===== src/rtl/can_pkg.sv =====
// Shared CAN receive/transmit constants: field codes, field lengths, DLC decode.
// Pure declarations; no logic or latency of its own.
package can_pkg;

   typedef enum logic [4:0] {
      F_IDLE    = 5'd0,
      F_ID_A    = 5'd1,
      F_BIT_A   = 5'd2,
      F_IDE     = 5'd3,
      F_ID_B    = 5'd4,
      F_BIT_B   = 5'd5,
      F_FDF     = 5'd6,
      F_R0      = 5'd7,
      F_RES     = 5'd8,
      F_BRS     = 5'd9,
      F_ESI     = 5'd10,
      F_DLC     = 5'd11,
      F_DATA    = 5'd12,
      F_CRC     = 5'd13,
      F_CRC_DEL = 5'd14,
      F_ACK     = 5'd15,
      F_ACK_DEL = 5'd16,
      F_EOF     = 5'd17
   } field_e;

   localparam logic [9:0] ID_A_LEN  = 10'd11;
   localparam logic [9:0] ID_B_LEN  = 10'd18;
   localparam logic [9:0] DLC_LEN   = 10'd4;
   localparam logic [9:0] EOF_LEN   = 10'd7;
   localparam logic [9:0] CRC15_LEN = 10'd15;
   localparam logic [9:0] CRC17_LEN = 10'd17;
   localparam logic [9:0] CRC21_LEN = 10'd21;

   // Classic frames saturate at 8 bytes; FD codes 9..15 step up to 64.
   function automatic logic [6:0] dlc_to_bytes(input logic [3:0] dlc, input logic edl);
      logic [6:0] b;
      if (dlc <= 4'd8)
         b = {3'b000, dlc};
      else if (!edl)
         b = 7'd8;
      else begin
         case (dlc)
            4'd9:    b = 7'd12;
            4'd10:   b = 7'd16;
            4'd11:   b = 7'd20;
            4'd12:   b = 7'd24;
            4'd13:   b = 7'd32;
            4'd14:   b = 7'd48;
            default: b = 7'd64;
         endcase
      end
      return b;
   endfunction

endpackage


===== src/rtl/can_len_decode.sv =====
// Maps DLC/EDL to payload bytes and CRC field length; purely combinational.
// No state, no flow control.
module can_len_decode
   import can_pkg::*;
(
   input  logic [3:0] dlc,
   input  logic       edl,
   output logic [6:0] data_bytes,
   output logic [9:0] crc_len
);

   always_comb begin
      data_bytes = dlc_to_bytes(dlc, edl);
      if (!edl)
         crc_len = CRC15_LEN;
      else if (data_bytes <= 7'd16)
         crc_len = CRC17_LEN;
      else
         crc_len = CRC21_LEN;
   end

endmodule


===== src/rtl/can_frame_sequencer.sv =====
// Walks CAN/CAN FD receive fields one destuffed bit per event; outputs registered, 1 cycle after SP.
// No backpressure: every qualified sample point is consumed, stuff bits are ignored.
module can_frame_sequencer
   import can_pkg::*;
(
   input  logic        clock,
   input  logic        reset,
   input  logic        SP,
   input  logic        RX_BIT,
   input  logic        BIT_VALID,
   output logic [4:0]  FIELD,
   output logic [28:0] ID,
   output logic        IDE,
   output logic        RTR,
   output logic        EDL,
   output logic        BRS,
   output logic        ESI,
   output logic [3:0]  DLC,
   output logic [6:0]  DATA_BYTES,
   output logic        TYPE_FR,
   output logic        FRAME_DONE,
   output logic        FORM_ERR
);

   field_e     state, state_nxt;
   logic [9:0] cnt, cnt_nxt;
   logic       done_nxt, err_nxt;
   logic       bit_a;
   logic [9:0] crc_len_q;
   logic [6:0] dec_bytes;
   logic [9:0] dec_crc_len;
   logic [3:0] dlc_shift;
   logic       ev, last;

   assign ev        = SP & BIT_VALID;
   assign last      = (cnt == 10'd0);
   assign dlc_shift = {DLC[2:0], RX_BIT};

   can_len_decode u_len (
      .dlc        (dlc_shift),
      .edl        (EDL),
      .data_bytes (dec_bytes),
      .crc_len    (dec_crc_len)
   );

   always_ff @(posedge clock) begin
      if (reset) begin
         state      <= F_IDLE;
         cnt        <= 10'd0;
         FRAME_DONE <= 1'b0;
         FORM_ERR   <= 1'b0;
      end else begin
         state      <= state_nxt;
         cnt        <= cnt_nxt;
         FRAME_DONE <= done_nxt;
         FORM_ERR   <= err_nxt;
      end
   end

   // Single-bit fields need no load: the counter already sits at 0 on exit.
   always_comb begin
      state_nxt = state;
      cnt_nxt   = cnt;
      done_nxt  = 1'b0;
      err_nxt   = 1'b0;
      if (ev) begin
         if (!last)
            cnt_nxt = cnt - 10'd1;
         case (state)
            F_IDLE:    if (!RX_BIT) begin state_nxt = F_ID_A; cnt_nxt = ID_A_LEN - 10'd1; end
            F_ID_A:    if (last) state_nxt = F_BIT_A;
            F_BIT_A:   state_nxt = F_IDE;
            F_IDE:     if (RX_BIT) begin state_nxt = F_ID_B; cnt_nxt = ID_B_LEN - 10'd1; end
                       else state_nxt = F_FDF;
            F_ID_B:    if (last) state_nxt = F_BIT_B;
            F_BIT_B:   state_nxt = F_FDF;
            F_FDF: begin
               if (RX_BIT)
                  state_nxt = F_RES;
               else if (IDE)
                  state_nxt = F_R0;
               else begin
                  state_nxt = F_DLC;
                  cnt_nxt   = DLC_LEN - 10'd1;
               end
            end
            F_R0:      begin state_nxt = F_DLC; cnt_nxt = DLC_LEN - 10'd1; end
            F_RES:     state_nxt = F_BRS;
            F_BRS:     state_nxt = F_ESI;
            F_ESI:     begin state_nxt = F_DLC; cnt_nxt = DLC_LEN - 10'd1; end
            F_DLC: begin
               if (last) begin
                  if (RTR || dec_bytes == 7'd0) begin
                     state_nxt = F_CRC;
                     cnt_nxt   = dec_crc_len - 10'd1;
                  end else begin
                     state_nxt = F_DATA;
                     cnt_nxt   = {dec_bytes, 3'b000} - 10'd1;
                  end
               end
            end
            F_DATA:    if (last) begin state_nxt = F_CRC; cnt_nxt = crc_len_q - 10'd1; end
            F_CRC:     if (last) state_nxt = F_CRC_DEL;
            F_CRC_DEL: if (!RX_BIT) begin state_nxt = F_IDLE; err_nxt = 1'b1; end
                       else state_nxt = F_ACK;
            F_ACK:     state_nxt = F_ACK_DEL;
            F_ACK_DEL: if (!RX_BIT) begin state_nxt = F_IDLE; err_nxt = 1'b1; end
                       else begin state_nxt = F_EOF; cnt_nxt = EOF_LEN - 10'd1; end
            F_EOF: begin
               if (!RX_BIT) begin
                  state_nxt = F_IDLE;
                  cnt_nxt   = 10'd0;
                  err_nxt   = 1'b1;
               end else if (last) begin
                  state_nxt = F_IDLE;
                  done_nxt  = 1'b1;
               end
            end
            default: begin state_nxt = F_IDLE; cnt_nxt = 10'd0; end
         endcase
      end
   end

   always_comb begin
      FIELD   = state;
      TYPE_FR = RTR & ~EDL;
   end

   // RTR is committed at IDE (base) or BIT_B (extended) so SRR never shows on the port.
   always_ff @(posedge clock) begin
      if (reset) begin
         ID         <= '0;
         IDE        <= 1'b0;
         RTR        <= 1'b0;
         EDL        <= 1'b0;
         BRS        <= 1'b0;
         ESI        <= 1'b0;
         DLC        <= '0;
         DATA_BYTES <= '0;
         bit_a      <= 1'b0;
         crc_len_q  <= '0;
      end else if (ev) begin
         case (state)
            F_IDLE: begin
               if (!RX_BIT) begin
                  ID         <= '0;
                  IDE        <= 1'b0;
                  RTR        <= 1'b0;
                  EDL        <= 1'b0;
                  BRS        <= 1'b0;
                  ESI        <= 1'b0;
                  DLC        <= '0;
                  DATA_BYTES <= '0;
                  bit_a      <= 1'b0;
                  crc_len_q  <= '0;
               end
            end
            F_ID_A:  ID[28:18] <= {ID[27:18], RX_BIT};
            F_BIT_A: bit_a <= RX_BIT;
            F_IDE: begin
               IDE <= RX_BIT;
               if (!RX_BIT)
                  RTR <= bit_a;
            end
            F_ID_B:  ID[17:0] <= {ID[16:0], RX_BIT};
            F_BIT_B: RTR <= RX_BIT;
            F_FDF: begin
               EDL <= RX_BIT;
               if (RX_BIT)
                  RTR <= 1'b0;
            end
            F_BRS:   BRS <= RX_BIT;
            F_ESI:   ESI <= RX_BIT;
            F_DLC: begin
               DLC <= dlc_shift;
               if (last) begin
                  DATA_BYTES <= dec_bytes;
                  crc_len_q  <= dec_crc_len;
               end
            end
            default: ;
         endcase
      end
   end

endmodule


===== config.mk =====
export PLATFORM = sky130hd
export DESIGN_NAME = can_frame_sequencer
export DESIGN_NICKNAME = d
export VERILOG_FILES = /design/src/rtl/can_pkg.sv /design/src/rtl/can_len_decode.sv /design/src/rtl/can_frame_sequencer.sv
export SDC_FILE = /design/constraint.sdc
export NUM_CORES = 1
export LEC_CHECK = 0
export CAP_MARGIN = 20
export CORE_MARGIN = 10
export CORE_UTILIZATION = 50
export DETAILED_ROUTE_END_ITERATION = 8
export HOLD_SLACK_MARGIN = 0.15
export PLACE_DENSITY_LB_ADDON = 0.25
export SLEW_MARGIN = 25
export SYNTH_ARGS = -nofsm -noshare
export SYNTH_HDL_FRONTEND = slang
export SYNTH_SLANG_ARGS = --single-unit
export TNS_END_PERCENT = 20

===== constraint.sdc =====
create_clock -name clock -period 3.4 [get_ports clock]
set_input_delay 0.51 -clock clock [delete_from_list [all_inputs] [get_ports clock]]
set_output_delay 0.51 -clock clock [all_outputs]
set_load 0.005 [all_outputs]

==> reports/metrics.cfg <==
[run_status]
status=finished, final reports clean

[setup_path]
critical_path_class=flop to flop
worst_ep_required_time_ns=3.61
crit_arrival_ns=3.11
r2r_start=cnt[0]
rrSetupSlack_ns=0.50
worst_setup_path_start_kind=flop
endpoint_kind=flop
worstPathMaxFanout=17
worstReg2RegEnd=crc_len_q[2]
cp-startpoint=cnt[0]
crit_end=crc_len_q[2]
worst-r2r-cell-count=8

[clock_network]
cts.sinks=67
cts.path.max_buffers=2
hold_buffers=0
h-tree-depth=3
path_clk_slew_ns=0.08
cts_setup_buffers=0
clkLatencyLatePin_ns=0.35
cts_resized=0
tritoncts.num_buffers=9
cts_root_buffer=clkbuf_8
cts_tree=yes

[detailed_routing]
routedWlPerCell_um=18.7
dr.pass1.iters=6
drtIter0Drc=562
num_vias=4331
vias_per_cell=6.34
wirelength_um=12800
drcViolationCount=0
antenna_left=0

[place]
dp_hpwl_um=8840
place_congestion=1.02
port_buffers=57

[yosys]
yosysWarnings=0
ys_types=61
synthArstFlopShare=0
synth_flop_cell=dfxtp_1
synth.ff_latch_count=67
netlist_area_mm2=0.00400
syn_area_per_cell_um2=7.36
synth_edf_count=0
yosysSeqAreaShare=0.335
synth_top_area_cell=dfxtp_1
synthTopCellsByArea=dfxtp_1 (34%), a21oi_1 (7.1%), nor2_1 (6.5%), a22oi_1 (5.1%), nand2_1 (4.6%)
synth_top_area_share=0.335
syn_nets=552
syn_inst=543

[finish]
num-nets-final=585
areaGrowthSynthToFinish_pct=20.8
fillCellCount=727
antenna_cells=0
drive_gt1_frac=0.0740
fin_util=0.622

[power]
peakVddDrop_mv=0.318
leakagePower_nw=1.67
p_per_area_mw_per_mm2=439

[floorplanning]
rows=32
die_h_um=109
core_mm2=0.00777
num_io_pins=58
die_x_um=109
initial_core_util=0.515
die_area_mm2=0.0120

[timing]
rsz0062_at_grt=no
finalCritPeriodShare=0.852
hold_viol=0
tightest_slew_ns=0.789
drv_slew=0
maxSlewHeadroom=0.474
fin_setup_tns_ns=0
setup_violations=0
fmax_mhz=345
skew_ns=0.00949
fin_crit_ns=2.90

[job]
maxCapViolCount=0

[global_routing]
grt_pass1_vias=3994
grt_pass1_wl_um=20200
grt_remaining_overflow=0
antenna_found_initial=0
grt.total_usage=0.207
grt_max_degree=61

[min_path]
min-delay-start=ID[28]
hold_class=flop to flop

==> how the worst min path moves through the flow <==
stage                    end  cells after the start
4_1_cts               ID[28]                      2
5_1_grt        DATA_BYTES[6]                      2
2_1_floorplan         cnt[9]                      2
3_5_place_dp          ID[28]                      2
6_report              ID[28]                      2
3_3_place_gp          ID[28]                      2
==> placed cells by master, fill, tap and decap left out, types with 4 or more instances in the layout <==
master,instances
xor2_1,5
a22oi_1,27
nand2_1,49
o21ai_0,36
clkbuf_8,9
nand2b_1,5
a21oi_1,57
nor3_1,24
ha_1,4
a32oi_1,6
a21o_1,4
a31oi_1,8
nor2b_1,7
clkdlybuf4s50_1,56
buf_4,14
o22ai_1,5
dfxtp_1,67
nand3_1,23
a221oi_1,4
mux2i_1,6
o31ai_1,4
inv_1,16
o211ai_1,5
nor2_1,69
nor4_1,8
==> area by class of cell <==
class / instances / area (um^2) / area share
clock buffer: 10 / 128 / 0.0264
clock inverter: 6 / 114 / 0.0236
inverter: 16 / 60.1 / 0.0124
multi-input combinational: 410 / 2370 / 0.491
sequential: 67 / 1340 / 0.278
tap: 102 / 128 / 0.0264
timing repair buffer: 72 / 691 / 0.143
==> sequential cells by signal, summed over array words and instances, names as in the netlist <==
name,cells
ESI,1
FORM_ERR,1
EDL,1
crc_len_q,4
FIELD,5
FRAME_DONE,1
IDE,1
ID,29
DLC,4
bit_a,1
cnt,10
DATA_BYTES,7
BRS,1
RTR,1
==> where the power goes <==
| group | internal, mW | total [mW] | switching [mW] |
|---|---|---|---|
| Combinational | 0.162 | 0.484 | 0.322 |
| Clock | 0.489 | 0.815 | 0.327 |
| Sequential | 0.798 | 0.823 | 0.0247 |
==> cell families after synthesis <==
| group | after synthesis | synth area share |
|---|---|---|
| simple gates | 207 | 0.249 |
| compound gates | 185 | 0.299 |
| flops | 67 | 0.335 |
| xor+xnor | 8 | 0.0175 |
| buf+inv | 66 | 0.0720 |
| mux | 6 | 0.0150 |
| fa+ha+maj | 4 | 0.0125 |
==> metrics by stage <==
stage / hold slack (ns) / setup slack, ns / area (um^2) / cells / total power, mW
6_report: 0.457 / 0.504 / 4830 / 683 / 2.12
3_3_place_gp: 0.443 / 0.636 / 4590 / 667 / 1.30
3_5_place_dp: 0.448 / 0.569 / 4590 / 667 / 1.31
4_1_cts: 0.458 / 0.565 / 4830 / 683 / 2.12
5_1_grt: 0.496 / 0.392 / 4830 / 683 / 2.21
2_1_floorplan: 0.448 / 0.707 / 4000 / 543 / 1.23
==> layer usage <==
metal,wire (um),GRT usage,up-vias,share of wire
li1,-,-,2044,-
met1,5270,0.260,2018,0.41
met2,5870,0.331,229,0.46
met3,1340,0.0603,40,0.10
met4,286,0.0734,0,0.022
met5,0,0,-,0
==> synthesized netlist by cell type (6+ instances only) <==
cell type / n
inv_1: 16
dfxtp_1: 67
nor4_1: 8
mux2i_1: 6
nor2_1: 69
nand2_1: 49
a32oi_1: 6
nor3_1: 24
a31oi_1: 8
o21ai_0: 36
nand3_1: 23
a21oi_1: 57
clkbuf_1: 34
buf_1: 7
nor2b_1: 7
a22oi_1: 27
==> worst max-delay path: stages, from the launching register on <==
cell	delay, ns
dfxtp_1	0.35
inv_1	0.09
ha_1	0.20
or4b_1	0.57
or3_1	0.73
nor2_1	0.21
o21ai_1	0.25
a22oi_1	0.28
nor2_1	0.07
(Power assumes the default switching activity.)
